`src/rtl/signed_complement_unit_if.sv`:
```
// Request/response bundle for signed_complement_unit: start/mode/operand in,
// busy/done handshake and converted result out.
interface signed_complement_unit_if #(
  parameter int unsigned WIDTH = 8
);
  logic             i_start;
  logic [1:0]       i_mode;
  logic [WIDTH-1:0] i_a;
  logic             o_busy;
  logic             o_done;
  logic [WIDTH-1:0] o_result;
  logic             o_sign_out;
  logic             o_ovf;

  modport master (
    output i_start, i_mode, i_a,
    input  o_busy, o_done, o_result, o_sign_out, o_ovf
  );

  modport slave (
    input  i_start, i_mode, i_a,
    output o_busy, o_done, o_result, o_sign_out, o_ovf
  );
endinterface

```
`src/rtl/signed_complement_unit.sv`:
```
// Digit-serial sign conversion (PASS / ONES / NEG / ABS), DIGIT bits per clock.
// Optional macro SIGN_CONV_SAT_EN saturates overflowing NEG/ABS to most-positive.
module signed_complement_unit #(
  parameter int unsigned WIDTH = 8,
  parameter int unsigned DIGIT = 2
) (
  input  logic                    clk,
  input  logic                    rst,
  signed_complement_unit_if.slave bus
);

  localparam int unsigned N  = WIDTH / DIGIT;
  localparam int unsigned CW = (N > 1) ? $clog2(N) : 1;

  localparam logic [1:0] M_ONES = 2'b01;
  localparam logic [1:0] M_NEG  = 2'b10;
  localparam logic [1:0] M_ABS  = 2'b11;

  typedef enum logic [1:0] {S_IDLE, S_RUN, S_DONE} state_t;

  state_t           r_state;
  logic [WIDTH-1:0] r_op;
  logic [WIDTH-1:0] r_sh;
  logic [CW-1:0]    r_cnt;
  logic             r_inv;
  logic             r_carry;
  logic             r_msb;
  logic             r_negabs;
  logic             r_busy;
  logic             r_done;
  logic [WIDTH-1:0] r_result;
  logic             r_sign;
  logic             r_ovf;

  logic             w_neg_req;
  logic             w_inv_req;
  logic [DIGIT-1:0] w_digit;
  logic [DIGIT:0]   w_sum;
  logic [WIDTH-1:0] w_raw;
  logic             w_last;
  logic             w_ovf;
  logic [WIDTH-1:0] w_res;

  // Invert/increment decision is made once, from the operand as presented with start
  assign w_neg_req = (bus.i_mode == M_NEG) | ((bus.i_mode == M_ABS) & bus.i_a[WIDTH-1]);
  assign w_inv_req = w_neg_req | (bus.i_mode == M_ONES);

  assign w_digit = r_op[DIGIT-1:0];
  assign w_sum   = {1'b0, w_digit ^ {DIGIT{r_inv}}} + {{DIGIT{1'b0}}, r_carry};
  assign w_raw   = (r_sh >> DIGIT) | (WIDTH'(w_sum[DIGIT-1:0]) << (WIDTH - DIGIT));
  assign w_last  = (r_cnt == CW'(N - 1));
  assign w_ovf   = r_negabs & r_msb & w_raw[WIDTH-1];

`ifdef SIGN_CONV_SAT_EN
  assign w_res = w_ovf ? {1'b0, {(WIDTH-1){1'b1}}} : w_raw;
`else
  assign w_res = w_raw;
`endif

  always_ff @(posedge clk or posedge rst) begin
    if (rst) begin
      r_state  <= S_IDLE;
      r_op     <= '0;
      r_sh     <= '0;
      r_cnt    <= '0;
      r_inv    <= 1'b0;
      r_carry  <= 1'b0;
      r_msb    <= 1'b0;
      r_negabs <= 1'b0;
      r_busy   <= 1'b0;
      r_done   <= 1'b0;
      r_result <= '0;
      r_sign   <= 1'b0;
      r_ovf    <= 1'b0;
    end else begin
      case (r_state)
        S_IDLE, S_DONE: begin
          r_done <= 1'b0;
          if (bus.i_start) begin
            r_op     <= bus.i_a;
            r_msb    <= bus.i_a[WIDTH-1];
            r_negabs <= bus.i_mode[1];
            r_inv    <= w_inv_req;
            r_carry  <= w_neg_req;
            r_cnt    <= '0;
            r_busy   <= 1'b1;
            r_state  <= S_RUN;
          end else begin
            r_state  <= S_IDLE;
          end
        end
        S_RUN: begin
          // LSB digit first; the carry out of the final digit is dropped
          r_op    <= r_op >> DIGIT;
          r_sh    <= w_raw;
          r_carry <= w_sum[DIGIT];
          r_cnt   <= r_cnt + CW'(1);
          if (w_last) begin
            r_result <= w_res;
            r_sign   <= r_msb;
            r_ovf    <= w_ovf;
            r_done   <= 1'b1;
            r_busy   <= 1'b0;
            r_state  <= S_DONE;
          end
        end
        default: r_state <= S_IDLE;
      endcase
    end
  end

  assign bus.o_busy     = r_busy;
  assign bus.o_done     = r_done;
  assign bus.o_result   = r_result;
  assign bus.o_sign_out = r_sign;
  assign bus.o_ovf      = r_ovf;

endmodule

```
`src/flat_wrapper.sv`:
```
// flat-port wrapper written by rule: the top's interface ports become plain ports
module signed_complement_unit_flat 
#(
  parameter int unsigned WIDTH = 8,
  parameter int unsigned DIGIT = 2
)
  (clk, rst, bus_i_start, bus_i_mode, bus_i_a, bus_o_busy, bus_o_done, bus_o_result, bus_o_sign_out, bus_o_ovf);
  signed_complement_unit_if #(.WIDTH(WIDTH)) bus_i ();
  input  logic clk;
  input  logic rst;
  input wire logic [$bits(bus_i.i_start)-1:0] bus_i_start;
  input wire logic [$bits(bus_i.i_mode)-1:0] bus_i_mode;
  input wire logic [$bits(bus_i.i_a)-1:0] bus_i_a;
  output wire logic [$bits(bus_i.o_busy)-1:0] bus_o_busy;
  output wire logic [$bits(bus_i.o_done)-1:0] bus_o_done;
  output wire logic [$bits(bus_i.o_result)-1:0] bus_o_result;
  output wire logic [$bits(bus_i.o_sign_out)-1:0] bus_o_sign_out;
  output wire logic [$bits(bus_i.o_ovf)-1:0] bus_o_ovf;
  assign bus_i.i_start = bus_i_start;
  assign bus_i.i_mode = bus_i_mode;
  assign bus_i.i_a = bus_i_a;
  assign bus_o_busy = bus_i.o_busy;
  assign bus_o_done = bus_i.o_done;
  assign bus_o_result = bus_i.o_result;
  assign bus_o_sign_out = bus_i.o_sign_out;
  assign bus_o_ovf = bus_i.o_ovf;
  signed_complement_unit #(.WIDTH(WIDTH), .DIGIT(DIGIT)) u_core (.clk(clk), .rst(rst), .bus(bus_i));
endmodule
```
`config.mk`:
```
export PLATFORM = sky130hd
export DESIGN_NAME = signed_complement_unit_flat
export DESIGN_NICKNAME = d
export VERILOG_FILES = /design/src/rtl/signed_complement_unit_if.sv /design/src/rtl/signed_complement_unit.sv /design/src/flat_wrapper.sv
export SDC_FILE = /design/constraint.sdc
export NUM_CORES = 1
export LEC_CHECK = 0
export ABC_AREA = 1
export ABC_CLOCK_PERIOD_IN_PS = 1600
export CORE_MARGIN = 10
export CORE_UTILIZATION = 50
export DETAILED_ROUTE_END_ITERATION = 7
export PLACE_DENSITY_LB_ADDON = 0.1
export SYNTH_ARGS = -nofsm -noshare
export SYNTH_HDL_FRONTEND = slang
export SYNTH_SLANG_ARGS = --single-unit
```
`constraint.sdc`:
```
create_clock -name clk -period 1.6 [get_ports clk]
set_input_delay 0.24 -clock clk [delete_from_list [all_inputs] [get_ports clk]]
set_output_delay 0.24 -clock clk [all_outputs]
set_load 0.005 [all_outputs]
```
=== Yosys cells after proc, flatten, opt, wreduce, memory -nomap -nowiden ===
Cells that the tools add are included.

* Add/sub/neg operators: 2
* Equal/unequal tests: 8
* Muxes and demuxes: 14
* Bitwise operators: 7
* Reductions and logical operators: 8

{| class="wikitable"
|+ Operator list
! kind !! count
|-
| $pmux 8 s2 || 1
|-
| $eq 2x2->1 const B || 4
|-
| $mux 8 || 1
|-
| $or 6x8->8 || 1
|-
| $pmux 2 s2 || 2
|-
| $reduce_and 2->1 || 4
|-
| $pmux 1 s2 || 3
|-
| $mux 1 || 5
|-
| $eq 2x1->1 const B || 2
|-
| $mux 2 || 2
|-
| $add 2x1->3 || 1
|-
| $and 1x1->1 || 3
|-
| $reduce_and 3->1 || 1
|-
| $add 2x1->2 const B || 1
|-
| $logic_not 2->1 || 1
|-
| $ne 2x1->1 const B || 1
|-
| $ne 2x2->1 const B || 1
|-
| $or 1x1->1 || 2
|-
| $reduce_bool 2->1 || 1
|-
| $reduce_or 2->1 || 1
|-
| $xor 2x2->2 || 1
|}

* Bits in registers: 36
* Logic and storage cells: 52

=== Logic depth before layout (Yosys ltp) ===
Gate-level depths: netlist of run 1.

* Word-level depth: 5
* Mapped depth: 6
* Mapped depth without buffers: 6

=== Worst setup path after synthesis of run 1 ===
Ideal clock, no wire load.

* Kind: register -> register
* From: register u_core.r_inv
* To: register u_core.r_ovf (netlist: u_core.bus.o_ovf)
* Data arrival time: 1.205 ns
* Setup slack: 0.321 ns
* Cell stages (with the launch flop): 6
* Clock period less this slack: 1.279 ns
* Cells stage by stage: dfrtp_1 xor2_1 ha_1 ha_1 nand3_1 o21ai_2

* Cells in the longest elaborated chain, start to end: 4

{| class="wikitable"
|+ Ends and longest elaborated chain
! what !! RTL line !! text
|-
| start, declared || signed_complement_unit.sv:25 || <nowiki>logic r_inv;</nowiki>
|-
| start signal, assigned || signed_complement_unit.sv:83 || <nowiki>r_inv <= w_inv_req;</nowiki>
|-
| $xor 2x2->2 || signed_complement_unit.sv:49 || <nowiki>assign w_sum = {1'b0, w_digit ^ {DIGIT{r_inv}}} + {{DIGIT{1'b0}}, r_carry};</nowiki>
|-
| $add 2x1->3 || signed_complement_unit.sv:49 ||
|-
| $or 6x8->8 || signed_complement_unit.sv:50 || <nowiki>assign w_raw = (r_sh >> DIGIT) | (WIDTH'(w_sum[DIGIT-1:0]) << (WIDTH - DIGIT));</nowiki>
|-
| net u_core.w_raw[7] || signed_complement_unit.sv:39 || <nowiki>logic [WIDTH-1:0] w_raw;</nowiki>
|-
| $and 1x1->1 || signed_complement_unit.sv:52 || <nowiki>assign w_ovf = r_negabs & r_msb & w_raw[WIDTH-1];</nowiki>
|-
| end signal, assigned || signed_complement_unit.sv:101 || <nowiki>r_ovf <= w_ovf;</nowiki>
|-
| end, declared || signed_complement_unit.sv:33 || <nowiki>logic r_ovf;</nowiki>
|}

The timed path passes the listed nets, and every way through them passes these cells.
A chain may end at the register's enable or synchronous reset.

=== Worst setup path in the final report of run 1 ===
* From: register u_core.r_busy (netlist: u_core.bus.o_busy)
* To: output port bus_o_busy

{| class="wikitable"
|+ RTL lines
! what !! RTL line !! text
|-
| start, declared || signed_complement_unit.sv:29 || <nowiki>logic r_busy;</nowiki>
|-
| start signal, assigned || signed_complement_unit.sv:70 || <nowiki>r_busy <= 1'b0;</nowiki>
|-
| start signal, assigned || signed_complement_unit.sv:86 || <nowiki>r_busy <= 1'b1;</nowiki>
|-
| start signal, assigned || signed_complement_unit.sv:103 || <nowiki>r_busy <= 1'b0;</nowiki>
|-
| end, declared || flat_wrapper.sv:14 || <nowiki>output wire logic [$bits(bus_i.o_busy)-1:0] bus_o_busy;</nowiki>
|}

No word-level cell between the ends.

==> results_dict.tcl, run 1 <==
set metrics [dict create \
    vias 1122 \
    cts_inserted_buffers 5 \
    antenna_found_initial 0 \
    core_um2 3003 \
    worst_pin_slew_ps 433.5 \
    setup_slack_ps 141.2 \
    setup_viol 0 \
    worstPathCellList "clkdlybuf4s50_1" \
    grt_pass1_wl_mm 5.119 \
    slew_headroom_pct 71.10 \
    wl_per_cell_um 13.23 \
    start_util_pct 51.63 \
    cp-end-kind "output port" \
    r2r-start "u_core.r_inv" \
    rsz0062_at_grt "false" \
    worst_clock_skew_ps 6.872 \
    grtUsageTotal_pct 11.74 \
    die_area_um2 5727 \
    syn_nets 181 \
    place_ws_ps 257.7 \
    cts-resized-gates 0 \
    status "finished, final reports clean" \
    cts_sinks 34 \
    drt_iter0_markers 74 \
    nFillCells 274 \
    multi_input_area_um2 564.3 \
    required_ps 1360 \
    hpwl_mm 2.196 \
    r2r_cells 5 \
    final_nets 210 \
    die_h_um 75.68 \
    maxCapViolCount 0 \
    syn_inst 165 \
    syn-cell-area_um2 1550 \
    slowest_delay_ps 520 \
    grt_max_degree 35 \
    ios 25 \
    postRouteWirelength_mm 3.017 \
    clk_pin_slew_worst_paths_ps 100 \
    worstReg2RegEnd "u_core.bus.o_ovf" \
    timing.hold.ws_ps 290.8 \
    grt_pass1_vias 1125 \
    cts_buffer_depth 2 \
    io_buffers 24 \
    finalSetupTns_ps 0 \
    peakVddDrop_uv 1150 \
    cp_slowest_cell "clkdlybuf4s50_1" \
    hp-class "in2async" \
    grt-ovfl-total 0 \
    antenna_left 0 \
    worstSetupPathType "reg2out" \
    rows 20 \
    min_period_ps 1459 \
    synth-seq-cells 34 \
    avgSynthCellArea_um2 9.395 \
    post-place-cells 220 \
    powerDensity_nw_per_um2 1936 \
    synthTopCellsByArea "dfrtp_1, nand2_1, o21ai_2" \
    drtPass1Iterations 4 \
    critPathTopFamily "buffers and inverters" \
    die-width_um 75.68 \
    final_max_slew_viol_count 0 \
    crit_buf_inv 1 \
    drc 0 \
    p_total_mw 3.605 \
    clock_latency_ps 330 \
    layout-drive-gt1-share_pct 17.44 \
    final_util_pct 62.00 \
    htreeDepth 2 \
    diodes 0 \
    root_buffer "clkbuf_4" \
    viasPerCell 4.921 \
    cts_setup_buffers 0 \
    worstPathArrival_ps 1220 \
    yosys_warnings 0 \
    synth_top_area_share_pct 54.88 \
    cp_max_fo 2 \
    fmax_mhz 685.5 \
    seq_area_frac_synth_pct 54.88 \
    cp-start-kind "register" \
    hold_buffers 0 \
    reg2reg_slack_ps 240 \
    seqCellArea_um2 850.8 \
    gp_congestion 0.7568 \
    fin_cells 228 \
    area_delta_synth_final_pct 20.10 \
    yosysTopAreaCell "dfrtp_1" \
    fin_crit_sh_pct 91.17 \
    cts_tree "done" \
    dpl_cell_area_um2 1802 \
    p_leak_nw 0.9587 \
    hold_violations 0 \
    synth_cell_types 17 \
    final_area_um2 1862 \
]
==> area by class of cell <==
cell class,count,share of cell area (%)
clock buffers,7,2.957
inverters,22,4.435
clock inverters,1,0.2688
well taps,33,2.218
flip-flops and latches,34,45.70
multi-input cells,104,30.31
repair buffers,27,14.11
==> layer usage <==
metal  part of all wire, %  routed length (um)  vias up  global-route usage, %
li1                      -                   -      569                      -
met1                    44                1334      531                  13.26
met2                    49                1470       16                  19.07
met3                   5.6                 169        6                  4.557
met4                   1.4                  42        0                  5.567
met5                     0                   0        -                      0
==> registers in the layout, indices dropped and copies added, names as in the netlist <==
register               flops
u_core.r_state             2
u_core.bus.o_ovf           1
u_core.bus.o_done          1
u_core.r_op                8
u_core.r_sh                6
u_core.r_carry             1
u_core.r_inv               1
u_core.bus.o_sign_out      1
u_core.bus.o_result        8
u_core.r_msb               1
u_core.bus.o_busy          1
u_core.r_cnt               2
u_core.r_negabs            1
==> cell families (layout without fill, tap and decap cells) <==
family	Yosys count	in the layout	share of synthesized area (%)
simple gates	81	81	23.16
flops	34	34	54.88
buf+inv	27	57	8.717
compound gates	18	18	9.684
fa+ha+maj	3	3	2.422
xor+xnor	2	2	1.130
==> synth_stat cells <==
| cell type | n |
|---|---|
| inv_1 | 19 |
| nand2_1 | 56 |
| buf_4 | 1 |
| a21oi_1 | 1 |
| o21ai_2 | 16 |
| o21ai_0 | 1 |
| xor2_1 | 2 |
| nor2_1 | 3 |
| nor2_4 | 1 |
| buf_6 | 4 |
| nand3_1 | 17 |
| nand3_4 | 1 |
| inv_2 | 3 |
| nand2_4 | 1 |
| nand2_2 | 2 |
| ha_1 | 3 |
| dfrtp_1 | 34 |
==> where the power goes <==
part / internal [mW] / switching (mW) / total, mW
sequential: 1.25 / 0.240 / 1.49
clock: 0.213 / 0.278 / 0.491
combinational: 0.703 / 0.921 / 1.62
total: 2.16 / 1.44 / 3.60
==> how the worst max path moves through the flow <==
stage	slack, ps	start	cells after the start	endpoint
6_report	140	u_core.bus.o_busy	1	bus_o_busy
5_1_grt	60	u_core.bus.o_busy	1	bus_o_busy
4_1_cts	110	u_core.bus.o_busy	1	bus_o_busy
3_5_place_dp	260	u_core.r_inv	5	u_core.bus.o_ovf
3_3_place_gp	280	u_core.r_inv	5	u_core.bus.o_ovf
2_1_floorplan	320	u_core.r_inv	5	u_core.bus.o_ovf
==> layout by cell type, fill, tap and decap left out, drive strengths merged <==
cell type      netlist  layout
clkbuf               0       7
clkdlybuf4s50        0      24
nand2               59      59
inv                 22      22
clkinv               0       1
nor2                 4       4
ha                   3       3
a21oi                1       1
xor2                 2       2
dfrtp               34      34
buf                  5       3
o21ai               17      17
nand3               18      18
(Power assumes the default switching activity.)
==> inputs of run 2 (changes only) <==
- CORE_ASPECT_RATIO: not set -> 1.1
==> run 2 against run 1 <==
Net effect:
- worst hold slack got worse by 9.2 ps
- maximum frequency decreased by 0.88%
- final cell count increased by 0.44%
- non-clock buffer count unchanged
- final area increased by 2.8%
- clock-buffer cell count decreased by 1
- critical path depth unchanged
- register-to-register slack about the same
- global-route usage decreased by 0.49 points
- critical path type unchanged
- critical endpoint unchanged
==> results_dict.tcl, run 2 (synthesis gave the netlist of run 1 again) <==
set metrics [dict create \
    status "finished, final reports clean" \
    drt_iter0_markers 65 \
    io_buffers 24 \
    fin_crit_sh_pct 91.98 \
    hold_buffers 0 \
    fmax_mhz 679.5 \
    area_delta_synth_final_pct 23.49 \
    viasPerCell 4.908 \
    antenna_left 0 \
    post-place-cells 221 \
    slowest_delay_ps 510 \
    gp_congestion 0.7635 \
    setup_viol 0 \
    slew_headroom_pct 72.49 \
    rsz0062_at_grt "false" \
    diodes 0 \
    layout-drive-gt1-share_pct 17.95 \
    worst_pin_slew_ps 412.7 \
    cp-start-kind "register" \
    vias 1124 \
    hold_violations 0 \
    cts_tree "done" \
    grt_max_degree 35 \
    final_nets 210 \
    finalSetupTns_ps 0 \
    critPathTopFamily "buffers and inverters" \
    drc 0 \
    ios 25 \
    grt_pass1_wl_mm 5.216 \
    worstPathCellList "clkdlybuf4s50_1" \
    die-width_um 73.09 \
    cts_buffer_depth 2 \
    hp-class "in2async" \
    die_area_um2 5730 \
    antenna_found_initial 0 \
    hpwl_mm 2.048 \
    root_buffer "clkbuf_4" \
    cts_sinks 34 \
    fin_cells 229 \
    worstSetupPathType "reg2out" \
    cp-end-kind "output port" \
    cts_inserted_buffers 5 \
    rows 21 \
    core_um2 3022 \
    drtPass1Iterations 4 \
    layout_common_cells "nand2_1, dfrtp_1, clkdlybuf4s50_1, inv_1, nand3_1" \
    cp_slowest_cell "clkdlybuf4s50_1" \
    clk_pin_slew_worst_paths_ps 110 \
    cts-resized-gates 0 \
    grtUsageTotal_pct 11.26 \
    grt_pass1_vias 1188 \
    die_h_um 78.40 \
    nFillCells 264 \
    wl_per_cell_um 12.33 \
    worstPathArrival_ps 1230 \
    peakVddDrop_uv 1292 \
    min_period_ps 1472 \
    cp_max_fo 2 \
    start_util_pct 51.30 \
    grt-ovfl-total 0 \
    htreeDepth 2 \
    powerDensity_nw_per_um2 2048 \
    layout_commonest_cell "nand2_1" \
    maxCapViolCount 0 \
    cts_setup_buffers 0 \
    p_leak_nw 0.9819 \
    crit_buf_inv 1 \
    clock_latency_ps 350 \
    worst_clock_skew_ps 7.287 \
    postRouteWirelength_mm 2.823 \
    required_ps 1360 \
    final_max_slew_viol_count 0 \
]
## run 2: where the power goes
group,total (mW),switching (mW),internal [mW]
Clock,0.831,0.302,0.529
Sequential,1.48,0.235,1.25
Combinational,1.61,0.905,0.701
## run 2: through the flow
stage	area (um^2)	utilization [%]	hold WS, ps	power (mW)	setup WS [ps]
after global routing	1914	63.35	329.0	4.294	36.15
after CTS	1914	63.35	295.8	3.986	105.5
after floorplan	1550	-	349.6	2.673	320.7
after detailed placement	1803	59.67	456.6	3.133	259.3
after global placement	1803	59.67	455.5	3.103	279.9
final	1914	63.35	281.6	3.921	128.3
## run 2: final timing paths
check	from	endpoint	slack, ps	cells after the start
max in group asynchronous	rst	u_core.bus.o_busy	1020	3
hold reg to reg	u_core.r_sh[2]	u_core.bus.o_result[0]	480	2
setup reg to reg	u_core.r_inv	u_core.bus.o_ovf	250	5
setup / recovery	u_core.bus.o_busy	bus_o_busy	130	1
min in group clk	bus_i_a[6]	u_core.r_op[6]	430	3
hold / removal	rst	u_core.bus.o_result[3]	280	3
## run 2: layout make-up
| type | count | area [um^2] | share of cell area [%] |
|---|---|---|---|
| timing repair buffer | 27 | 262.8 | 13.73 |
| sequential | 34 | 850.8 | 44.44 |
| tap | 34 | 42.54 | 2.222 |
| clock buffer | 6 | 51.30 | 2.680 |
| clock inverter | 2 | 60.06 | 3.137 |
| multi-input combinational | 104 | 564.3 | 29.48 |
| inverter | 22 | 82.58 | 4.314 |
## run 2: layer usage
| layer | vias up | routed length, um | GRT usage [%] | share of wire, % |
|---|---|---|---|---|
| li1 | 573 | - | - | - |
| met4 | 0 | 55 | 4.563 | 1.9 |
| met3 | 6 | 192 | 5.031 | 6.8 |
| met2 | 21 | 1276 | 17.56 | 45 |
| met5 | - | 0 | 0 | 0 |
| met1 | 524 | 1298 | 13.06 | 46 |
==> inputs of run 3 (changes only) <==
--- a/config.mk
+++ b/config.mk
@@ -12,4 +12,5 @@
 export CORE_UTILIZATION = 50
 export DETAILED_ROUTE_END_ITERATION = 7
+export DONT_BUFFER_PORTS = 1
 export PLACE_DENSITY_LB_ADDON = 0.1
 export SYNTH_ARGS = -nofsm -noshare
==> constraint.sdc (replaced) <==
create_clock -name clk -period 1.6 [get_ports clk]
set_input_delay 0.32 -clock clk [delete_from_list [all_inputs] [get_ports clk]]
set_output_delay 0.32 -clock clk [all_outputs]
set_load 0.005 [all_outputs]
==> run 3 against run 2 <==
Net effect:
- via count decreased by 9.1%
- clock skew increased by 8.1 ps
- sequential power increased by 3%
- critical path type is now reg2reg
- maximum frequency increased by 9.1%
- critical path depth increased by 4
- wire length decreased by 3.2%
- largest power group is now registers
- clock-buffer cell count increased by 1
- clock power decreased by 40%
- worst setup slack improved by 120 ps
- non-clock buffer count decreased by 24
==> results_dict.tcl, run 3 (synthesis gave the netlist of run 1 again) <==
set metrics [dict create \
    clock_latency_ps 340 \
    hpwl_mm 1.969 \
    antenna_left 0 \
    hold_violations 0 \
    start_util_pct 51.30 \
    drtPass1Iterations 4 \
    layout_common_cells "nand2_1, dfrtp_1, inv_1, nand3_1, o21ai_2" \
    required_ps 1870 \
    cts_tree "done" \
    viasPerCell 4.985 \
    clk_pin_slew_worst_paths_ps 100 \
    postRouteWirelength_mm 2.733 \
    rsz0062_at_grt "false" \
    reg2reg_slack_ps 250 \
    cp-start-kind "register" \
    cts_sinks 34 \
    drt_iter0_markers 87 \
    worst_clock_skew_ps 15.41 \
    maxCapViolCount 0 \
    fin_crit_sh_pct 84.34 \
    cts_buffer_depth 2 \
    peakVddDrop_uv 1164 \
    p_leak_nw 0.8669 \
    dpl_cell_area_um2 1555 \
    die_area_um2 5730 \
    hold_buffers 1 \
    grtUsageTotal_pct 10.67 \
    cts-resized-gates 0 \
    layout-drive-gt1-share_pct 19.30 \
    powerDensity_nw_per_um2 2049 \
    htreeDepth 2 \
    io_buffers 0 \
    grt_max_degree 35 \
    hp-class "in2reg" \
    min_period_ps 1349 \
    ios 25 \
    vias 1022 \
    worstSetupPathType "reg2reg" \
    die_h_um 78.40 \
    drc 0 \
    final_area_um2 1625 \
    worstPathArrival_ps 1620 \
    nFillCells 287 \
    area_delta_synth_final_pct 4.843 \
    final_nets 186 \
    cts_setup_buffers 0 \
    final_max_slew_viol_count 0 \
    cp-end-kind "register" \
    status "finished, final reports clean" \
    gp_congestion 0.7378 \
    cts_inserted_buffers 5 \
    worst_pin_slew_ps 421.3 \
    diodes 0 \
    cp_max_fo 3 \
    setup_viol 0 \
    grt_pass1_wl_mm 4.905 \
    wl_per_cell_um 13.33 \
    rows 21 \
    fmax_mhz 741.1 \
    antenna_found_initial 0 \
    grt_pass1_vias 1046 \
    grt-ovfl-total 0 \
    core_um2 3022 \
    slew_headroom_pct 71.91 \
    root_buffer "clkbuf_4" \
    die-width_um 73.09 \
    finalSetupTns_ps 0 \
    layout_commonest_cell "nand2_1" \
]
==> run 3: changes by cell type in the layout (fill, tap and decap cells not counted) <==
cell / change
bufinv_16: -2
buf_4: -1
clkbuf_1: +1
clkdlybuf4s50_1: -24
dlygate4sd3_1: +1
clkinv_2: +1
==> run 3: critical path, cell delays in order (launching register included) <==
cell	delay (ps)
dfrtp_1	420
xor2_1	150
ha_1	200
ha_1	300
nand3_1	90
o21ai_2	130
==> run 3: worst paths after layout <==
path | startpoint | to | cells past startpoint
worst min-delay path | bus_i_mode[1] | u_core.r_negabs | 2
worst min register to register | u_core.r_sh[2] | u_core.bus.o_result[0] | 2
max in group asynchronous | rst | u_core.r_negabs | 3
worst max register to register | u_core.r_inv | u_core.bus.o_ovf | 5
min in group asynchronous | rst | u_core.r_carry | 3
worst max-delay path | u_core.r_inv | u_core.bus.o_ovf | 5
==> run 3: stage by stage <==
| step | power [mW] | cells | setup WS [ps] | utilization [%] | hold slack, ps |
|---|---|---|---|---|---|
| finish | 3.330 | 205 | 250.6 | 53.79 | 108.5 |
| global route | 3.672 | 205 | 165.9 | 53.79 | 96.24 |
| CTS | 3.399 | 205 | 235.6 | 53.79 | 95.99 |
| detailed placement | 2.888 | 196 | 243.0 | 51.47 | 333.7 |
| global placement | 2.850 | 196 | 277.9 | 51.47 | 332.5 |
| floorplan | 2.673 | 165 | 320.7 | - | 429.6 |
==> run 3: layer usage <==
metal | GRT usage (%) | vias up | routed length, um
met2 | 14.54 | 24 | 1216
met3 | 5.157 | 7 | 227
met1 | 13.67 | 469 | 1232
met4 | 5.133 | 0 | 57
met5 | 0 | - | 0
li1 | - | 522 | -
==> run 3: layout make-up <==
type	count	area (um^2)	share of cell area, %
Timing Repair Buffer	3	25.02	1.540
Sequential cell	34	850.8	52.35
Clock inverter	1	5.005	0.3079
Inverter	22	82.58	5.081
Multi-Input combinational cell	104	564.3	34.72
Clock buffer	7	55.05	3.387
Tap cell	34	42.54	2.617
==> run 3: where the power goes <==
part	switching [mW]	internal (mW)	leakage [nW]
Combinational	0.835	0.480	0.403
Clock	0.285	0.213	0.0353
Sequential	0.268	1.25	0.428
Total	1.39	1.94	0.867
